File: config.mk
export PLATFORM = sky130hd
export DESIGN_NAME = seven_seg_scan_driver_flat
export DESIGN_NICKNAME = d
export VERILOG_FILES = /design/src/rtl/seven_seg_scan_driver_if.sv /design/src/rtl/seven_seg_scan_driver.sv /design/src/flat_wrapper.sv
export SDC_FILE = /design/constraint.sdc
export NUM_CORES = 1
export LEC_CHECK = 0
export CELL_PAD_IN_SITES_DETAIL_PLACEMENT = 0
export CELL_PAD_IN_SITES_GLOBAL_PLACEMENT = 1
export CORE_MARGIN = 5
export CORE_UTILIZATION = 41
export DETAILED_ROUTE_END_ITERATION = 8
export PLACE_DENSITY_LB_ADDON = 0.1
export SLEW_MARGIN = 20
export SYNTH_ARGS = -nofsm -noshare
export SYNTH_HDL_FRONTEND = slang
export SYNTH_SLANG_ARGS = --single-unit
File: constraint.sdc
create_clock -name CLK_12MHz -period 1.5 [get_ports CLK_12MHz]
set_input_delay 0.375 -clock CLK_12MHz [delete_from_list [all_inputs] [get_ports CLK_12MHz]]
set_output_delay 0.375 -clock CLK_12MHz [all_outputs]
set_load 0.03 [all_outputs]
File: src/rtl/seven_seg_scan_driver_if.sv
// Handshake and status bundle between a datapath and the seven-segment driver.
//   IN       : unsigned binary value to show (IN_WIDTH bits)
//   LOAD     : request a conversion of IN
//   DP_MASK  : per-digit decimal point enables, digit 0 least significant
//   BUSY     : conversion in progress
//   DONE     : one-cycle pulse when a new value is committed to the display
//   OVF      : committed value does not fit in DIGITS decimal digits
// The master modport is the requester and the slave modport is the driver.
interface seven_seg_scan_driver_if #(
  parameter int IN_WIDTH = 8,
  parameter int DIGITS   = 3
);
  logic [IN_WIDTH-1:0] IN;
  logic                LOAD;
  logic [DIGITS-1:0]   DP_MASK;
  logic                BUSY;
  logic                DONE;
  logic                OVF;

  modport master (output IN, LOAD, DP_MASK, input BUSY, DONE, OVF);
  modport slave  (input IN, LOAD, DP_MASK, output BUSY, DONE, OVF);
endinterface

File: src/rtl/seven_seg_scan_driver.sv
// Multi-digit common-anode seven-segment driver.
// A binary value is converted to BCD by a shift-add-3 engine (one bit per
// clock) and committed atomically to the display register. The digits are
// then time-multiplexed, each enabled for REFRESH_DIV clocks.
// Ports:
//   CLK_12MHz          : system clock, rising edge
//   RST_n              : asynchronous active-low reset
//   bus                : IN/LOAD/DP_MASK request side, BUSY/DONE/OVF status side
//   SevenSegment       : active-low segments, bit7 = DP, bits6:0 = g..a
//   SevenSegmentEnable : active-low one-hot digit anodes
module seven_seg_scan_driver #(
  parameter int IN_WIDTH    = 8,
  parameter int DIGITS      = 3,
  parameter int REFRESH_DIV = 12000,
  parameter int BLANK_LZ    = 1
) (
  input  logic                  CLK_12MHz,
  input  logic                  RST_n,
  seven_seg_scan_driver_if.slave bus,
  output logic [7:0]            SevenSegment,
  output logic [DIGITS-1:0]     SevenSegmentEnable
);

  localparam int BCD_W  = 4 * DIGITS;
  localparam int WORK_W = IN_WIDTH + BCD_W;
  localparam int CNT_W  = $clog2(IN_WIDTH + 1);
  localparam int PRE_W  = (REFRESH_DIV > 1) ? $clog2(REFRESH_DIV) : 1;
  localparam int IDX_W  = (DIGITS > 1) ? $clog2(DIGITS) : 1;

  function automatic int unsigned pow10(input int n);
    int unsigned r;
    r = 1;
    for (int i = 0; i < n; i++) r = r * 10;
    return r;
  endfunction

  localparam int unsigned MAX_VAL = pow10(DIGITS) - 1;
  localparam logic [CNT_W-1:0] LAST_BIT = CNT_W'(IN_WIDTH);
  localparam logic [PRE_W-1:0] PRE_LAST = PRE_W'(REFRESH_DIV - 1);
  localparam logic [IDX_W-1:0] IDX_LAST = IDX_W'(DIGITS - 1);

  typedef enum logic {S_IDLE, S_CONVERT} state_t;

  state_t              state;
  logic [WORK_W-1:0]   work;
  logic [CNT_W-1:0]    bit_cnt;
  logic                ovf_pend;
  logic [BCD_W-1:0]    disp_bcd;
  logic                busy;
  logic                done;
  logic                ovf;
  logic [31:0]         in_wide;

  logic [PRE_W-1:0]    pre;
  logic [IDX_W-1:0]    idx;

  logic [3:0]          nibble;
  logic                sel_zero;
  logic                dp_bit;
  logic [DIGITS-1:0]   upper_zero;
  logic [DIGITS-1:0]   en_onehot;
  logic [6:0]          seg_bits;

  assign bus.BUSY = busy;
  assign bus.DONE = done;
  assign bus.OVF  = ovf;
  assign in_wide  = 32'(bus.IN);

  // One double-dabble step: bias every BCD nibble of 5 or more by 3 so the
  // following left shift carries correctly into the next decimal digit.
  function automatic logic [WORK_W-1:0] adjust_shift(input logic [WORK_W-1:0] w);
    logic [WORK_W-1:0] r;
    r = w;
    for (int k = 0; k < DIGITS; k++) begin
      if (r[IN_WIDTH + 4*k +: 4] >= 4'd5)
        r[IN_WIDTH + 4*k +: 4] = r[IN_WIDTH + 4*k +: 4] + 4'd3;
    end
    return {r[WORK_W-2:0], 1'b0};
  endfunction

  function automatic logic [6:0] decode(input logic [3:0] n);
    case (n)
      4'd0:    return 7'h40;
      4'd1:    return 7'h79;
      4'd2:    return 7'h24;
      4'd3:    return 7'h30;
      4'd4:    return 7'h19;
      4'd5:    return 7'h12;
      4'd6:    return 7'h02;
      4'd7:    return 7'h78;
      4'd8:    return 7'h00;
      4'd9:    return 7'h18;
      default: return 7'h7F;
    endcase
  endfunction

  // Conversion FSM. The overflow verdict is taken at capture time and held
  // with the working register so that the display value and OVF change on
  // the same commit edge; LOAD is only honoured while idle.
  always_ff @(posedge CLK_12MHz or negedge RST_n) begin
    if (!RST_n) begin
      state    <= S_IDLE;
      work     <= '0;
      bit_cnt  <= '0;
      ovf_pend <= 1'b0;
      disp_bcd <= '0;
      busy     <= 1'b0;
      done     <= 1'b0;
      ovf      <= 1'b0;
    end else begin
      done <= 1'b0;
      case (state)
        S_IDLE: begin
          if (bus.LOAD) begin
            work     <= {{BCD_W{1'b0}}, bus.IN};
            bit_cnt  <= '0;
            ovf_pend <= (in_wide > MAX_VAL);
            busy     <= 1'b1;
            state    <= S_CONVERT;
          end
        end
        S_CONVERT: begin
          if (bit_cnt == LAST_BIT) begin
            disp_bcd <= work[WORK_W-1 -: BCD_W];
            ovf      <= ovf_pend;
            done     <= 1'b1;
            busy     <= 1'b0;
            state    <= S_IDLE;
          end else begin
            work    <= adjust_shift(work);
            bit_cnt <= bit_cnt + 1'b1;
          end
        end
        default: state <= S_IDLE;
      endcase
    end
  end

  // Refresh prescaler and digit index.
  always_ff @(posedge CLK_12MHz or negedge RST_n) begin
    if (!RST_n) begin
      pre <= '0;
      idx <= '0;
    end else if (pre == PRE_LAST) begin
      pre <= '0;
      idx <= (idx == IDX_LAST) ? '0 : idx + 1'b1;
    end else begin
      pre <= pre + 1'b1;
    end
  end

  // upper_zero[k] means digit k and every more-significant digit are zero,
  // which is exactly the leading-zero blanking condition for digit k.
  always_comb begin
    upper_zero = '0;
    upper_zero[DIGITS-1] = (disp_bcd[BCD_W-1 -: 4] == 4'd0);
    for (int k = DIGITS - 2; k >= 0; k--)
      upper_zero[k] = (disp_bcd[4*k +: 4] == 4'd0) && upper_zero[k+1];

    nibble    = 4'd0;
    sel_zero  = 1'b0;
    dp_bit    = 1'b0;
    en_onehot = '0;
    for (int k = 0; k < DIGITS; k++) begin
      if (idx == IDX_W'(k)) begin
        nibble       = disp_bcd[4*k +: 4];
        sel_zero     = upper_zero[k];
        dp_bit       = bus.DP_MASK[k];
        en_onehot[k] = 1'b1;
      end
    end

    if (ovf)
      seg_bits = 7'b0111111;
    else if ((BLANK_LZ != 0) && (idx != '0) && sel_zero)
      seg_bits = 7'h7F;
    else
      seg_bits = decode(nibble);
  end

  // Registered pin drivers, one cycle behind the index and display data.
  always_ff @(posedge CLK_12MHz or negedge RST_n) begin
    if (!RST_n) begin
      SevenSegment       <= 8'hFF;
      SevenSegmentEnable <= '1;
    end else begin
      SevenSegment       <= {~dp_bit, seg_bits};
      SevenSegmentEnable <= ~en_onehot;
    end
  end

endmodule

File: src/flat_wrapper.sv
// flat-port wrapper written by rule: the top's interface ports become plain ports
module seven_seg_scan_driver_flat 
#(
  parameter int IN_WIDTH    = 8,
  parameter int DIGITS      = 3,
  parameter int REFRESH_DIV = 12000,
  parameter int BLANK_LZ    = 1
)
  (CLK_12MHz, RST_n, SevenSegment, SevenSegmentEnable, bus_IN, bus_LOAD, bus_DP_MASK, bus_BUSY, bus_DONE, bus_OVF);
  seven_seg_scan_driver_if #(.IN_WIDTH(IN_WIDTH), .DIGITS(DIGITS)) bus_i ();
  input  logic CLK_12MHz;
  input  logic RST_n;
  output logic [7:0] SevenSegment;
  output logic [DIGITS-1:0] SevenSegmentEnable;
  input wire logic [$bits(bus_i.IN)-1:0] bus_IN;
  input wire logic [$bits(bus_i.LOAD)-1:0] bus_LOAD;
  input wire logic [$bits(bus_i.DP_MASK)-1:0] bus_DP_MASK;
  output wire logic [$bits(bus_i.BUSY)-1:0] bus_BUSY;
  output wire logic [$bits(bus_i.DONE)-1:0] bus_DONE;
  output wire logic [$bits(bus_i.OVF)-1:0] bus_OVF;
  assign bus_i.IN = bus_IN;
  assign bus_i.LOAD = bus_LOAD;
  assign bus_i.DP_MASK = bus_DP_MASK;
  assign bus_BUSY = bus_i.BUSY;
  assign bus_DONE = bus_i.DONE;
  assign bus_OVF = bus_i.OVF;
  seven_seg_scan_driver #(.IN_WIDTH(IN_WIDTH), .DIGITS(DIGITS), .REFRESH_DIV(REFRESH_DIV), .BLANK_LZ(BLANK_LZ)) u_core (.CLK_12MHz(CLK_12MHz), .RST_n(RST_n), .bus(bus_i), .SevenSegment(SevenSegment), .SevenSegmentEnable(SevenSegmentEnable));
endmodule
==> flow_metrics.py, run 1 <==
metrics = {
    "global_routing": {
        "grt_pass1_vias": 2421,
        "grt_usage": 0.1405,
        "antenna_found_initial": 0,
        "grt_pass1_wl_microns": 11160,
        "overflow": 0,
        "grt_max_degree": 67,
    },
    "clock_tree": {
        "cts_tree": "built",
        "numCtsBuffers": 9,
        "root_buffer": "clkbuf_8",
        "max-clock-path-buffers": 2,
        "clkSinkCount": 66,
        "path_clk_slew_ps": 80,
        "cts_hold_buf": 0,
        "ctsHtreeMaxLevel": 3,
        "worstSkewPairLatency_ps": 330,
    },
    "logic_synthesis": {
        "yosys_warnings": 0,
        "synth-async-reset-ratio": 1.000,
        "synth_edf_count": 0,
        "synth_flop_cell": "dfrtp_1",
        "ys_seq_elements": 66,
        "synth_nets": 327,
        "synth_cell_types": 44,
        "netlist_area_sq_um": 3229,
        "syn_inst": 299,
        "avgSynthCellArea_sq_um": 10.80,
        "yosysSeqAreaShare": 0.5157,
    },
    "setup_path": {
        "path_class": "register to register",
        "crit_fanout": 3,
        "worst_ep_required_time_ps": 1720,
        "worstPathArrival_ps": 1850,
        "end_kind": "register",
        "start_kind": "register",
    },
    "timing": {
        "setup-violations-final": 18,
        "period_needed_ps": 1635,
        "fmax_ghz": 0.6118,
        "finalHoldViolCount": 0,
        "fin_crit_sh": 1.090,
        "rsz0062_at_grt": "true",
        "maxSlewViolCount": 0,
        "fin_setup_tns_ps": -1202,
        "worst_slack_ps": -134.6,
        "fin_skew_ps": 10.65,
    },
    "hold_path": {
        "min-delay-path-class": "input port to asynchronous set/reset pin",
    },
    "power": {
        "vdd_drop_max_uv": 953.7,
        "power_frac_comb": 0.457,
        "powerDensity_nw_per_um2": 1854,
        "p_int_mw": 5.556,
        "p_leak_nw": 2.115,
        "switchingPower_mw": 2.962,
        "switching_share": 0.3477,
        "pwr-share-clk": 0.209,
        "seqPwrFrac": 0.334,
    },
    "outcome": {
        "violations": "negative setup slack",
        "status": "finished with violations",
    },
    "floorplanning": {
        "fp.dieW_microns": 98.75,
        "rows": 32,
        "die_h_microns": 98.75,
        "top_level_ports": 28,
        "start_util": 0.4201,
        "core_area_sq_um": 7687,
        "dieArea_sq_um": 9752,
    },
    "placement": {
        "place_congestion": 0.7769,
        "dp.cells": 464,
        "numPortBuffers": 26,
        "hpwlAfterDp_microns": 4387,
    },
    "finish": {
        "final_cell_mix": "68 x buf_4, 54 x dfrtp_1, 26 x nand2_1, 19 x o21ai_0",
        "syn2layout_area_growth_pct": 42.27,
        "fill_cells": 665,
        "final_common_cell": "buf_4",
        "num_antenna_cells": 0,
        "drive_above_1_share": 0.4122,
        "final_nets": 416,
        "layoutNonFillerInstCount": 495,
    },
    "drt": {
        "drt_iter0_markers": 48,
        "routed_wl_microns": 6611,
        "drc": 0,
        "drt.antenna.violating_nets": 0,
        "wl_per_cell_microns": 13.36,
        "drt-pass1-iter-count": 4,
        "dr_total_vias": 2408,
        "vias_per_cell": 4.865,
    },
    "flow_run": {
        "max-cap-violations": 0,
    },
}
area by class of cell:
cell class / instances / area (sq um) / area share
Clock buffer: 9 / 123.9 / 0.02696
Clock inverter: 7 / 117.6 / 0.02560
Inverter: 19 / 73.82 / 0.01607
Multi-Input combinational cell: 202 / 1704 / 0.3709
Sequential cell: 66 / 1667 / 0.3627
Tap cell: 102 / 127.6 / 0.02778
Timing Repair Buffer: 90 / 780.7 / 0.1699
stage by stage:
stage | area [sq um] | hold slack [ps] | util | power [mW] | setup WS [ps]
floorplan | 3291 | 79.41 | - | 4.791 | -121.5
global placement | 3970 | 421.8 | 0.5164 | 6.027 | -121.0
detailed placement | 3970 | 421.9 | 0.5164 | 6.071 | -114.7
CTS | 4297 | 51.74 | 0.5589 | 7.994 | -157.6
global route | 4594 | 57.22 | 0.5977 | 9.195 | -208.1
finish | 4594 | 44.72 | 0.5977 | 8.518 | -134.6
power by group through the flow:
stage	Clock, mW	Sequential [mW]	Combinational, mW
after floorplan	0	2.93	1.86
after global placement	0	2.81	3.21
after detailed placement	0	2.82	3.25
after CTS	1.84	2.80	3.35
after global routing	1.94	2.92	4.33
final	1.78	2.85	3.89
critical path, stage by stage, from the launching register on:
cell,delay [ps]
dfrtp_1,380
or4b_4,540
nor4_4,190
buf_4,180
o21ai_2,50
a22o_1,180
timing repair:
item / CTS / global route
setup endpoints to repair: 25 / 48
cloned: 1 / 0
pin swaps: 7 / 13
buffers inserted: 4 / 12
gates resized for setup: 10 / 55
synthesized netlist by cell type, types with 2 or more instances:
master / n / area [sq um]
nand3_1: 19 / 95.09
buf_2: 5 / 25.02
mux2i_1: 20 / 200.2
o31ai_1: 5 / 37.54
a32o_1: 3 / 30.03
dfstp_2: 11 / 289.0
nor2_1: 14 / 52.55
nor2b_1: 3 / 18.77
clkbuf_1: 5 / 18.77
a21oi_1: 5 / 25.02
nand2b_1: 6 / 37.54
nor3_1: 2 / 10.01
xor2_1: 7 / 61.31
nor4_1: 3 / 18.77
mux2_2: 10 / 112.6
a32oi_1: 2 / 17.52
o2bb2ai_1: 2 / 17.52
o21ai_1: 4 / 20.02
inv_1: 19 / 71.32
o21ai_0: 23 / 115.1
dfrtp_1: 55 / 1376
ha_1: 14 / 175.2
nand4_1: 3 / 18.77
xnor2_1: 8 / 70.07
o211ai_1: 3 / 22.52
a2bb2oi_2: 2 / 30.03
nand2_1: 29 / 108.9
layer usage:
metal  track usage  vias to the layer above  share of wire
li1              -                     1216              -
met3       0.03397                        6          0.033
met5             0                        -              0
met2        0.2211                       29           0.48
met4       0.05042                        0          0.011
met1        0.1891                     1157           0.47
sequential cells by signal, indices dropped and copies added (netlist names):
signal / cells
u_core.work: 20
u_core.bit_cnt: 4
u_core.bus.BUSY: 1
u_core.disp_bcd: 12
u_core.pre: 14
u_core.state: 1
u_core.idx: 2
u_core.bus.DONE: 1
u_core.SevenSegmentEnable: 3
u_core.SevenSegment: 8
kinds of logic after synthesis:
logic type / share of synthesized area
fa+ha+maj: 0.05424
mux: 0.09686
xor+xnor: 0.04068
other cells: 0.001161
compound gates: 0.1139
flops: 0.5157
simple gates: 0.1360
buf+inv: 0.04146
path summary, 6_finish.rpt:
| check | endpoint | slack (ps) | startpoint | cells past startpoint |
|---|---|---|---|---|
| max in group asynchronous | u_core.idx[0] | 1140 | RST_n | 2 |
| min reg2reg | u_core.work[8] | 470 | u_core.work[7] | 2 |
| max reg2reg | u_core.pre[10] | -130 | u_core.pre[8] | 5 |
| max | u_core.pre[10] | -130 | u_core.pre[8] | 5 |
| min | u_core.pre[5] | 40 | RST_n | 2 |
| min in group CLK_12MHz | u_core.work[8] | 470 | u_core.work[7] | 2 |
Note: power is estimated with default switching activity, not from simulation.
==> run 2: changes to the inputs <==
Settings changed: ABC_CLOCK_PERIOD_IN_PS set to 1500, CAP_MARGIN set to 20.
==> results of run 2 <==
Final layout, timing and power as in run 1 (identical DEF).
==> edit: new RTL, config.mk and constraints of run 1 <==
Make the reset (`RST_n`) synchronous in 3 clocked blocks. Comments in the files are not updated.
--- a/src/rtl/seven_seg_scan_driver.sv
+++ b/src/rtl/seven_seg_scan_driver.sv
@@ -97,7 +97,7 @@
   // Conversion FSM. The overflow verdict is taken at capture time and held
   // with the working register so that the display value and OVF change on
   // the same commit edge; LOAD is only honoured while idle.
-  always_ff @(posedge CLK_12MHz or negedge RST_n) begin
+  always_ff @(posedge CLK_12MHz) begin
     if (!RST_n) begin
       state    <= S_IDLE;
       work     <= '0;
@@ -137,7 +137,7 @@
   end
 
   // Refresh prescaler and digit index.
-  always_ff @(posedge CLK_12MHz or negedge RST_n) begin
+  always_ff @(posedge CLK_12MHz) begin
     if (!RST_n) begin
       pre <= '0;
       idx <= '0;
@@ -179,7 +179,7 @@
   end
 
   // Registered pin drivers, one cycle behind the index and display data.
-  always_ff @(posedge CLK_12MHz or negedge RST_n) begin
+  always_ff @(posedge CLK_12MHz) begin
     if (!RST_n) begin
       SevenSegment       <= 8'hFF;
       SevenSegmentEnable <= '1;
Function: differs if RST_n is asserted again (counterexample within 4 cycles, from zero or initial values and one cycle with RST_n low); with RST_n held inactive, the same outputs for 10 cycles.
==> edit against run 1 <==
The run still ends with negative setup slack left; sequential cell count did not move; synthesized area fell by 2.2%; count of clock-buffer cells in the layout rose by 2; sequential share of layout area fell by 7.8 points; final area rose by 2.2%; setup slack improved by 0.11 ns; via count rose by 12%; clock skew fell by 0.0023 ns; wire length rose by 11%; critical endpoint is now u_core.work[19]; highest routed layer unchanged.
Power is not compared: it rests on default switching activity, and its combinational part moved more than twofold at a synthesized area within 25%.
==> edit: results (changes against run 1) <==
metric	value	unit	change
outcome	finished with violations		unchanged
violations	negative setup slack		unchanged
yosysWarningCount	0		unchanged
cpMaxStageDelayCell	dfxtp_2		was or4b_4
ctsHtreeMaxLevel	3		unchanged
gr-usage-met2	0.244		was 0.221
dp_hpwl	4.51	mm	was 4.39 mm
clk_latency	0.34	ns	
clk_pin_slew	0.07	ns	
synthAdderAreaFrac	0.0555		was 0.0542
synth_compound_area_frac	0.158		was 0.114
synth_common_cells	dfxtp_1, nand2_1, nor2_1		was dfrtp_1, nand2_1, o21ai_0
synth_area_leaders	dfxtp_1, nand2_1, ha_1, mux2i_1, a21boi_0		was dfrtp_1, dfstp_2, mux2i_1, ha_1, o21ai_0
setup_viol	4		was 18
hold_path.class	flip-flop to flip-flop		was input pin to async pin
r2r_cells	7		was 5
nets	470		was 416
p_leak	1.86	nW	
r2r_start	u_core.bit_cnt[1]		was u_core.pre[8]
reg2reg_to	u_core.work[19]		was u_core.pre[10]
wirelength	7.32	mm	was 6.61 mm
cts_buffer_depth	2		unchanged
synthMuxAreaShare	0.0483		was 0.0969
postLayoutSetupSlackWorst	-0.0202	ns	was -0.135 ns
synthArstFlopShare	0		was 1.00
dr.pass1.iters	4		unchanged
place_congestion	0.787		was 0.777
grt_pass1_wl	11.5	mm	was 11.2 mm
switching_power	0.000917	W	
critPathMaxStageDelay	0.33	ns	was 0.54 ns
portBuffers	26		unchanged
ys_seq_area_frac	0.418		was 0.516
met3_usage	0.0421		was 0.0340
clock-root-buffer	clkbuf_8		unchanged
drive_gt1_frac	0.396		was 0.412
start_kind	flip-flop		unchanged
grt_max_degree	40		was 67
grt_pass1_vias	2600		was 2,421
synthXorXnorAreaFrac	0.0527		was 0.0407
peakVddDrop	0.000550	V	
synth_cell_types	51		was 44
insertedDiodeCount	0		unchanged
viasPerCell	4.92		was 4.86
critPathMaxFanout	7		was 3
drt_iter0_drc	73		was 48
clock_skew	0.00833	ns	was 0.0107 ns
grtUsageTotal	0.143		was 0.140
worst_hold_slack	0.461	ns	was 0.0447 ns
top_regs	u_core.work x20, u_core.pre x14, u_core.disp_bcd x12		unchanged
numCtsBuffers	9		unchanged
antenna_found_initial	0		unchanged
synth_nets	381		was 327
cp-endpoint	u_core.work[19]		was u_core.pre[10]
grt_util_met1	0.173		was 0.189
## edit: changes by cell type after synthesis, moves of 6 or more
cell,change
mux2i_1,-7
a21boi_0,+15
nor2_1,+10
o211a_1,+7
o21ai_0,-6
dfrtp_1,-55
nand2_1,+18
dfxtp_1,+66
dfstp_2,-11
mux2_2,-8
and2_1,+9
nor2b_1,+6
## edit: power by group through the flow
| stage | sequential [W] | combinational, W | clock (W) |
|---|---|---|---|
| 3_3_place_gp | 0.00187 | 0.000344 | 0 |
| 6_report | 0.00184 | 0.000433 | 0.00187 |
| 4_1_cts | 0.00183 | 0.000343 | 0.00193 |
| 3_5_place_dp | 0.00187 | 0.000352 | 0 |
| 2_1_floorplan | 0.00189 | 0.000184 | 0 |
| 5_1_grt | 0.00184 | 0.000469 | 0.00199 |
## edit: worst min-delay path by stage
stage | startpoint | end | cells past startpoint
after global routing | u_core.disp_bcd[2] | u_core.disp_bcd[2] | 2
after global placement | u_core.work[7] | u_core.work[8] | 2
after detailed placement | u_core.work[7] | u_core.work[8] | 2
final | u_core.disp_bcd[2] | u_core.disp_bcd[2] | 2
after floorplan | u_core.pre[0] | u_core.pre[0] | 1
after CTS | u_core.disp_bcd[2] | u_core.disp_bcd[2] | 2
## edit: repair_timing
| action | 4_1_cts | 5_1_grt |
|---|---|---|
| setup buffers | 3 | 8 |
| gates cloned | 0 | 6 |
| pin swaps | 3 | 32 |
| gates resized for setup | 32 | 110 |
| endpoints found under the setup margin | 39 | 60 |
## edit: worst register-to-register path: cells and delay by family (launching register included)
kind / cells / cell delay (ns)
fa+ha+maj: 1 / 0.13
buf+inv: 2 / 0.28
simple gates: 3 / 0.45
flops: 1 / 0.33
compound gates: 1 / 0.23
## edit: metal layers
metal,wire (um),vias to the layer above
met1,3330,1271
met5,0,-
met4,72,0
li1,-,1381
met2,3680,39
met3,239,8
## edit: layout make-up
type / count / area [sq um]
sequential: 66 / 1340
timing repair buffer: 97 / 903
clock buffer: 11 / 151
tap: 102 / 128
inverter: 14 / 57.6
fill: 670 / 2910
multi-input combinational: 254 / 2020
clock inverter: 5 / 100
## edit: metrics by stage
step           instances  power, W  TNS [ns]  cell area [sq um]  worst slack, ns
2_1_floorplan        353   0.00208  -0.00211               3170         -0.00211
3_3_place_gp         518   0.00222     -8.11               3890           -0.259
3_5_place_dp         518   0.00222     -9.13               3890           -0.327
4_1_cts              536   0.00410   -0.0280               4210          -0.0111
5_1_grt              549   0.00431     -1.16               4700           -0.111
6_report             549   0.00414   -0.0537               4700          -0.0202
